`config.mk`:
```
export PLATFORM = sky130hd
export DESIGN_NAME = sobel_edge
export DESIGN_NICKNAME = d
export VERILOG_FILES = /design/src/rtl/sobel_edge.sv
export SDC_FILE = /design/constraint.sdc
export NUM_CORES = 1
export LEC_CHECK = 0
export CORE_ASPECT_RATIO = 1.1
export CORE_MARGIN = 1
export CORE_UTILIZATION = 45
export CTS_BUF_LIST = sky130_fd_sc_hd__clkbuf_16
export DETAILED_ROUTE_END_ITERATION = 8
export PLACE_DENSITY = 0.7
export SETUP_SLACK_MARGIN = 0.2
export SYNTH_ARGS = -nofsm -noshare
export SYNTH_HDL_FRONTEND = slang
export SYNTH_SLANG_ARGS = --single-unit
```
`constraint.sdc`:
```
create_clock -name clk -period 3.9 [get_ports clk]
set_input_delay 0.39 -clock clk [delete_from_list [all_inputs] [get_ports clk]]
set_output_delay 0.39 -clock clk [all_outputs]
set_load 0.05 [all_outputs]
```
`src/rtl/sobel_edge.sv`:
```
// rtl/sobel_edge.sv - 3x3 Sobel edge detector on RGB444 line taps, 3-stage pipeline
module sobel_edge #(
   parameter int         WIDTH  = 640,
   parameter int         HEIGHT = 480,
   parameter logic [8:0] THRESH = 9'd100
) (
   input  logic        clk,
   input  logic        reset,
   input  logic [11:0] datain,
   input  logic [11:0] row1,
   input  logic [11:0] row2,
   input  logic        pix_valid,
   input  logic        frame_start,
   output logic [11:0] dataout,
   output logic        out_valid
);

   localparam int CW = (WIDTH  > 1) ? $clog2(WIDTH)  : 1;
   localparam int RW = (HEIGHT > 1) ? $clog2(HEIGHT) : 1;
   localparam logic [CW-1:0] LAST_COL = CW'(WIDTH - 1);
   localparam logic [RW-1:0] LAST_ROW = RW'(HEIGHT - 1);

   // Gray weight R + 2G + B; 60 max, so 6 bits never overflow.
   function automatic logic [5:0] f_gray(input logic [11:0] p);
      return {2'b00, p[11:8]} + {1'b0, p[7:4], 1'b0} + {2'b00, p[3:0]};
   endfunction

   logic [CW-1:0] r_col;
   logic [RW-1:0] r_row;
   logic [5:0]    r_win [3][3];
   logic          r_valid1, r_inner1;
   logic [8:0]    r_gx, r_gy;
   logic          r_valid2, r_inner2;

   logic [5:0]    w_g_top, w_g_mid, w_g_bot;
   logic [CW-1:0] w_tag_col;
   logic [RW-1:0] w_tag_row;
   logic          w_inner;
   logic [8:0]    w_gx_pos, w_gx_neg, w_gy_pos, w_gy_neg;
   logic [8:0]    w_abs_gx, w_abs_gy, w_mag;

   assign w_g_top = f_gray(row2);
   assign w_g_mid = f_gray(row1);
   assign w_g_bot = f_gray(datain);

   // frame_start re-anchors the incoming pixel to (0,0) regardless of the counters
   assign w_tag_col = frame_start ? '0 : r_col;
   assign w_tag_row = frame_start ? '0 : r_row;
   assign w_inner   = (int'(w_tag_col) >= 2) && (int'(w_tag_row) >= 2);

   // Column/row position of the next incoming pixel
   always_ff @(posedge clk) begin
      if (reset) begin
         r_col <= '0;
         r_row <= '0;
      end else if (pix_valid) begin
         if (frame_start) begin
            r_col <= CW'(1);
            r_row <= '0;
         end else if (r_col == LAST_COL) begin
            r_col <= '0;
            r_row <= (r_row == LAST_ROW) ? '0 : r_row + 1'b1;
         end else begin
            r_col <= r_col + 1'b1;
         end
      end
   end

   // Stage 1: shift gray window one column on each accepted pixel, tag it
   always_ff @(posedge clk) begin
      if (reset) begin
         for (int r = 0; r < 3; r++)
            for (int c = 0; c < 3; c++)
               r_win[r][c] <= '0;
         r_valid1 <= 1'b0;
         r_inner1 <= 1'b0;
      end else begin
         r_valid1 <= pix_valid;
         r_inner1 <= pix_valid & w_inner;
         if (pix_valid) begin
            for (int r = 0; r < 3; r++) begin
               r_win[r][0] <= r_win[r][1];
               r_win[r][1] <= r_win[r][2];
            end
            r_win[0][2] <= w_g_top;
            r_win[1][2] <= w_g_mid;
            r_win[2][2] <= w_g_bot;
         end
      end
   end

   // Kernel sums are at most 240, so 9-bit modular differences are exact two's complement
   assign w_gx_pos = {3'b000, r_win[0][2]} + {2'b00, r_win[1][2], 1'b0} + {3'b000, r_win[2][2]};
   assign w_gx_neg = {3'b000, r_win[0][0]} + {2'b00, r_win[1][0], 1'b0} + {3'b000, r_win[2][0]};
   assign w_gy_pos = {3'b000, r_win[2][0]} + {2'b00, r_win[2][1], 1'b0} + {3'b000, r_win[2][2]};
   assign w_gy_neg = {3'b000, r_win[0][0]} + {2'b00, r_win[0][1], 1'b0} + {3'b000, r_win[0][2]};

   // Stage 2: signed horizontal and vertical gradients
   always_ff @(posedge clk) begin
      if (reset) begin
         r_gx     <= '0;
         r_gy     <= '0;
         r_valid2 <= 1'b0;
         r_inner2 <= 1'b0;
      end else begin
         r_gx     <= w_gx_pos - w_gx_neg;
         r_gy     <= w_gy_pos - w_gy_neg;
         r_valid2 <= r_valid1;
         r_inner2 <= r_inner1;
      end
   end

   assign w_abs_gx = r_gx[8] ? (~r_gx + 9'd1) : r_gx;
   assign w_abs_gy = r_gy[8] ? (~r_gy + 9'd1) : r_gy;
   assign w_mag    = w_abs_gx + w_abs_gy;

   // Stage 3: L1 magnitude against threshold; border pixels are forced to no-edge
   always_ff @(posedge clk) begin
      if (reset) begin
         dataout   <= 12'h000;
         out_valid <= 1'b0;
      end else begin
         dataout   <= (r_inner2 && (w_mag > THRESH)) ? 12'hFFF : 12'h000;
         out_valid <= r_valid2;
      end
   end

endmodule
```
Yosys cells after proc, flatten, opt, wreduce, memory -nomap -nowiden --
Memory sizes are Yosys's and may differ from the RTL's. Index checks and enable logic that the tools add are counted.
Word-level totals: input port bits 40, memories 1, word-level logic and storage cells 77, output and inout bits 13, bits in writable memories 54, bits in registers 54
Memories:
- r_win | words 3, bits a word 18, rd ports 3, clocked after memory_dff 0, wr ports 3, line 30 | logic [5:0] r_win [3][3];
Operators by class: bitwise gates (word level) 12, add/subtract/negate cells 21, mux-type cells 24, eq/ne operators 2, order comparisons 3, reductions and logical operators 4
Operators with widths (count):
- $mux 6 | 9
- $mux 9 | 6
- $add 8x6->9 | 4
- $add 6x7->8 | 4
- $mux 10 | 3
- $add 9x1->9 const B | 3
- $add 4x5->6 | 3
- $add 6x4->6 | 3
- $not 9->9 | 2
- $sub 9x9->9 | 2
- $mux 12 | 1
- $add 10x1->10 const B | 1
- $eq 10x10->1 const B | 1
- $ge 10x2->1 const B | 1
- $add 9x9->9 | 1
- $eq 9x9->1 const B | 1
- $ge 9x2->1 const B | 1
- $gt 9x7->1 const B | 1
- $or 1x1->1 | 9
- $mux 1 | 5
- $logic_and 1x1->1 | 2
- $reduce_and 2->1 | 1
- $reduce_bool 2->1 | 1
- $and 1x1->1 | 1

Logic depth before layout (Yosys ltp) --
depth after elaboration 7, gate-level depth with buffers 15, gate-level depth less buffers 15

Least setup slack after synthesis --
OpenSTA, ideal clock, no wires.
path kind register to register, start memory r_win[0][2] (netlist bit), end register r_gx[8], data required time 3.814 ns, library setup time 0.086 ns, setup slack 0.520 ns, arrival 3.294 ns, stages on the path, launching flop included 15, buffers on the path 0, clock period less this slack 3.380 ns, path through edfxtp_1 inv_1 fa_1 inv_1 fa_1 inv_1 fa_1 inv_1 ha_1 a21o_1 a21oi_1 o21ai_0 a21oi_1 o21ai_0 a211oi_1
RTL lines:
- start: declaration | line 30
- end signal: assignment | line 106 | r_gx <= w_gx_pos - w_gx_neg;
- end: declaration | line 32 | logic [8:0] r_gx, r_gy;

==> metrics.csv <==
stage,metric,value,unit
logic_synthesis,synth.most_common_cell,inv_1,
logic_synthesis,syn_nets,795,
worst_setup_path,worstPathArrival,3.72,ns
layout,drive_gt1_share,5.16,%
worst_setup_path,criticalPathCategory,reg2reg,
grt,grt_start_max_net_pins,35,
logic_synthesis,yosys-top-cells-area,"edfxtp_1, fa_1, dfxtp_1, ha_1, inv_1",
die,die_h,129,µm
clock_network,cts_hold_buf,0,
routing,drt_first_pass_iters,4,
placement,port_buffers,52,
clock_network,cts.path.max_buffers,2,
power,p_per_area,633,nW/µm²
logic_synthesis,async_reset_ff_share,0,%
logic_synthesis,synth-seq-cells,97,
min_path,hp-class,reg2reg,
die,die_area,15300,µm²
placement,dp_hpwl,9040,µm
sta,timing.final.crit_share,89.5,%
layout,area_growth,15.1,%
grt,antenna_found_initial,0,
clock_network,clkLatencyLatePin,0.34,ns
die,start_util,46.0,%
routing,via_per_inst,5.01,
sta,hold_violations,0,
clock_network,cts_made_buffers,9,
placement,place.gp.congestion,0.829,
logic_synthesis,synthFlopType,edfxtp_1,
layout,layout.nets,839,
sta,setup_viol,0,
worst_setup_path,worst_setup_path_start_kind,flop,
die,design.portCount,53,
sta,maxSlewViolCount,0,
logic_synthesis,synthCells,649,
grt,gr-total-overflow,0,
worst_setup_path,cp.required,4.12,ns
layout,num_antenna_cells,0,
sta,max_slew_margin,51.4,%
sta,worstMarginPinSlew,0.727,ns
logic_synthesis,synthTopCellsByCount,"inv_1, fa_1, edfxtp_1",
logic_synthesis,synth_top_cell_area_share,24.4,%
routing,drt-total-wl,11700,µm
routing,antenna_left,0,
routing,wl_per_cell,13.2,µm
sta,rsz0062_at_grt,false,
logic_synthesis,yosysSeqAreaShare,37.4,%
clock_network,htreeDepth,3,
logic_synthesis,synth_edf_count,54,
worst_setup_path,crit_path_max_fanout,3,
outcome,status,"complete, no violations",
logic_synthesis,yosysWarnings,0,
clock_network,cts_tree,done,
grt,track_usage,16.2,%
logic_synthesis,synth_top_area_cell,edfxtp_1,
clock_network,clk_pin_slew,0.06,ns
clock_network,cts-root-buf,clkbuf_16,
sta,fin_crit,3.49,ns
sta,clock_skew,0.00914,ns
sta,finalSetupTns,0,ns
clock_network,clock_sinks,97,
power,totalPowerFinal,0.00484,W
die,die_x,118,µm
grt,grt_first_pass_wirelength,19800,µm
routing,drc,0,
flow_run,maxCapViolCount,0,
die,num_rows,46,
sta,timing.fmax,286,MHz
logic_synthesis,synth.distinct_cells,49,
logic_synthesis,netlist_area,6650,µm²
logic_synthesis,synth_area_per_cell,10.2,µm²
power,vdd_drop_max,256,µV
routing,drtIter0Drc,159,
die,core_area,14400,µm²
grt,grt_pass1_vias,4516,
worst_setup_path,end_kind,flop,
power,power.leakage,3.25,nW
routing,vias,4457,
cell usage in the layout (no fill, tap or decap), types with 2 or more instances in the layout:
| cell | instances |
|---|---|
| a21oi_1 | 15 |
| buf_4 | 7 |
| nor3b_2 | 2 |
| dfxtp_1 | 43 |
| inv_1 | 115 |
| nand4_1 | 5 |
| mux2i_1 | 3 |
| o21a_1 | 2 |
| ha_1 | 47 |
| nor3_1 | 20 |
| o21ai_0 | 22 |
| nor2_1 | 45 |
| nor4_1 | 6 |
| a211oi_1 | 5 |
| fa_1 | 59 |
| edfxtp_1 | 54 |
| and3_1 | 3 |
| inv_2 | 3 |
| o211ai_1 | 4 |
| nand3_1 | 12 |
| o31ai_1 | 5 |
| a21boi_0 | 2 |
| clkdlybuf4s50_1 | 52 |
| a21boi_1 | 3 |
| xor2_1 | 13 |
| xnor2_1 | 19 |
| nand2_1 | 26 |
| and2_1 | 30 |
| a21oi_2 | 2 |
| clkinv_2 | 2 |
| a31oi_1 | 4 |
| a21o_1 | 7 |
| nor2b_1 | 19 |
| nand2b_1 | 6 |
| clkbuf_16 | 11 |
| o21ai_1 | 3 |
worst paths after layout:
path,from,endpoint,slack (ns),cells past startpoint
hold reg to reg,r_valid2,out_valid,0.44,1
setup reg to reg,r_win[0][38],r_gy[6],0.41,15
hold / removal,r_valid2,out_valid,0.44,1
setup / recovery,r_win[0][38],r_gy[6],0.41,15
timing repair:
| item | CTS | global route |
|---|---|---|
| gates resized for setup | 0 | 13 |
| endpoints found under the setup margin | 0 | 6 |
| buffers inserted | 0 | 3 |
| hold endpoints to repair | 0 | 0 |
layout make-up:
cell class                 count  area (µm²)
multi-input combinational    408        3600
timing repair buffer          59         573
clock buffer                  11         275
inverter                     118         443
clock inverter                 5        33.8
tap                          192         240
fill                        1243        6800
sequential                    97        2480
sequential cells by signal, summed over array words and instances (netlist names):
signal     cells
r_valid2       1
r_inner2       1
r_win         54
r_gx           9
r_inner1       1
out_valid      1
r_valid1       1
r_gy           9
r_col         10
dataout        1
r_row          9
where the power goes:
| part | switching (W) | total (W) | internal (W) |
|---|---|---|---|
| clock | 0.000382 | 0.000894 | 0.000511 |
| combinational | 0.00138 | 0.00260 | 0.00122 |
| sequential | 0.000119 | 0.00134 | 0.00122 |
| total | 0.00188 | 0.00484 | 0.00295 |
metrics by stage:
stage / utilization, % / std cells / hold WS [ns] / worst slack, ns / area [µm²]
2_1_floorplan: - / 649 / 0.414 / 0.520 / 6650
3_3_place_gp: 50.5 / 871 / 0.438 / 0.369 / 7300
3_5_place_dp: 50.5 / 871 / 0.423 / 0.282 / 7300
4_1_cts: 52.6 / 887 / 0.438 / 0.213 / 7600
5_1_grt: 52.9 / 890 / 0.465 / 0.194 / 7650
6_report: 52.9 / 890 / 0.437 / 0.409 / 7650
critical path, cell delays in order (launching register included):
cell and delay [ns]:
edfxtp_1 0.32, inv_1 0.09, fa_1 0.55, inv_1 0.05
fa_1 0.48, inv_1 0.05, fa_1 0.54, inv_1 0.06
ha_1 0.29, a21o_1 0.18, a21oi_2 0.17, o21ai_0 0.11
a21oi_1 0.18, buf_4 0.14, xnor2_1 0.11, nor2_1 0.05
routing by layer:
layer	track usage [%]	wire [µm]
met4	6.41	243
met2	30.6	6180
met5	0	0
met3	2.90	364
met1	18.0	4930
kinds of logic after synthesis:
logic type / count (synthesis) / share of synthesized area, %
compound gates: 82 / 7.87
fa+ha+maj: 106 / 26.6
simple gates: 185 / 14.7
buf+inv: 144 / 8.77
mux: 3 / 0.452
flops: 97 / 37.4
xor+xnor: 32 / 4.22
Power figures use the tool's default switching activity.
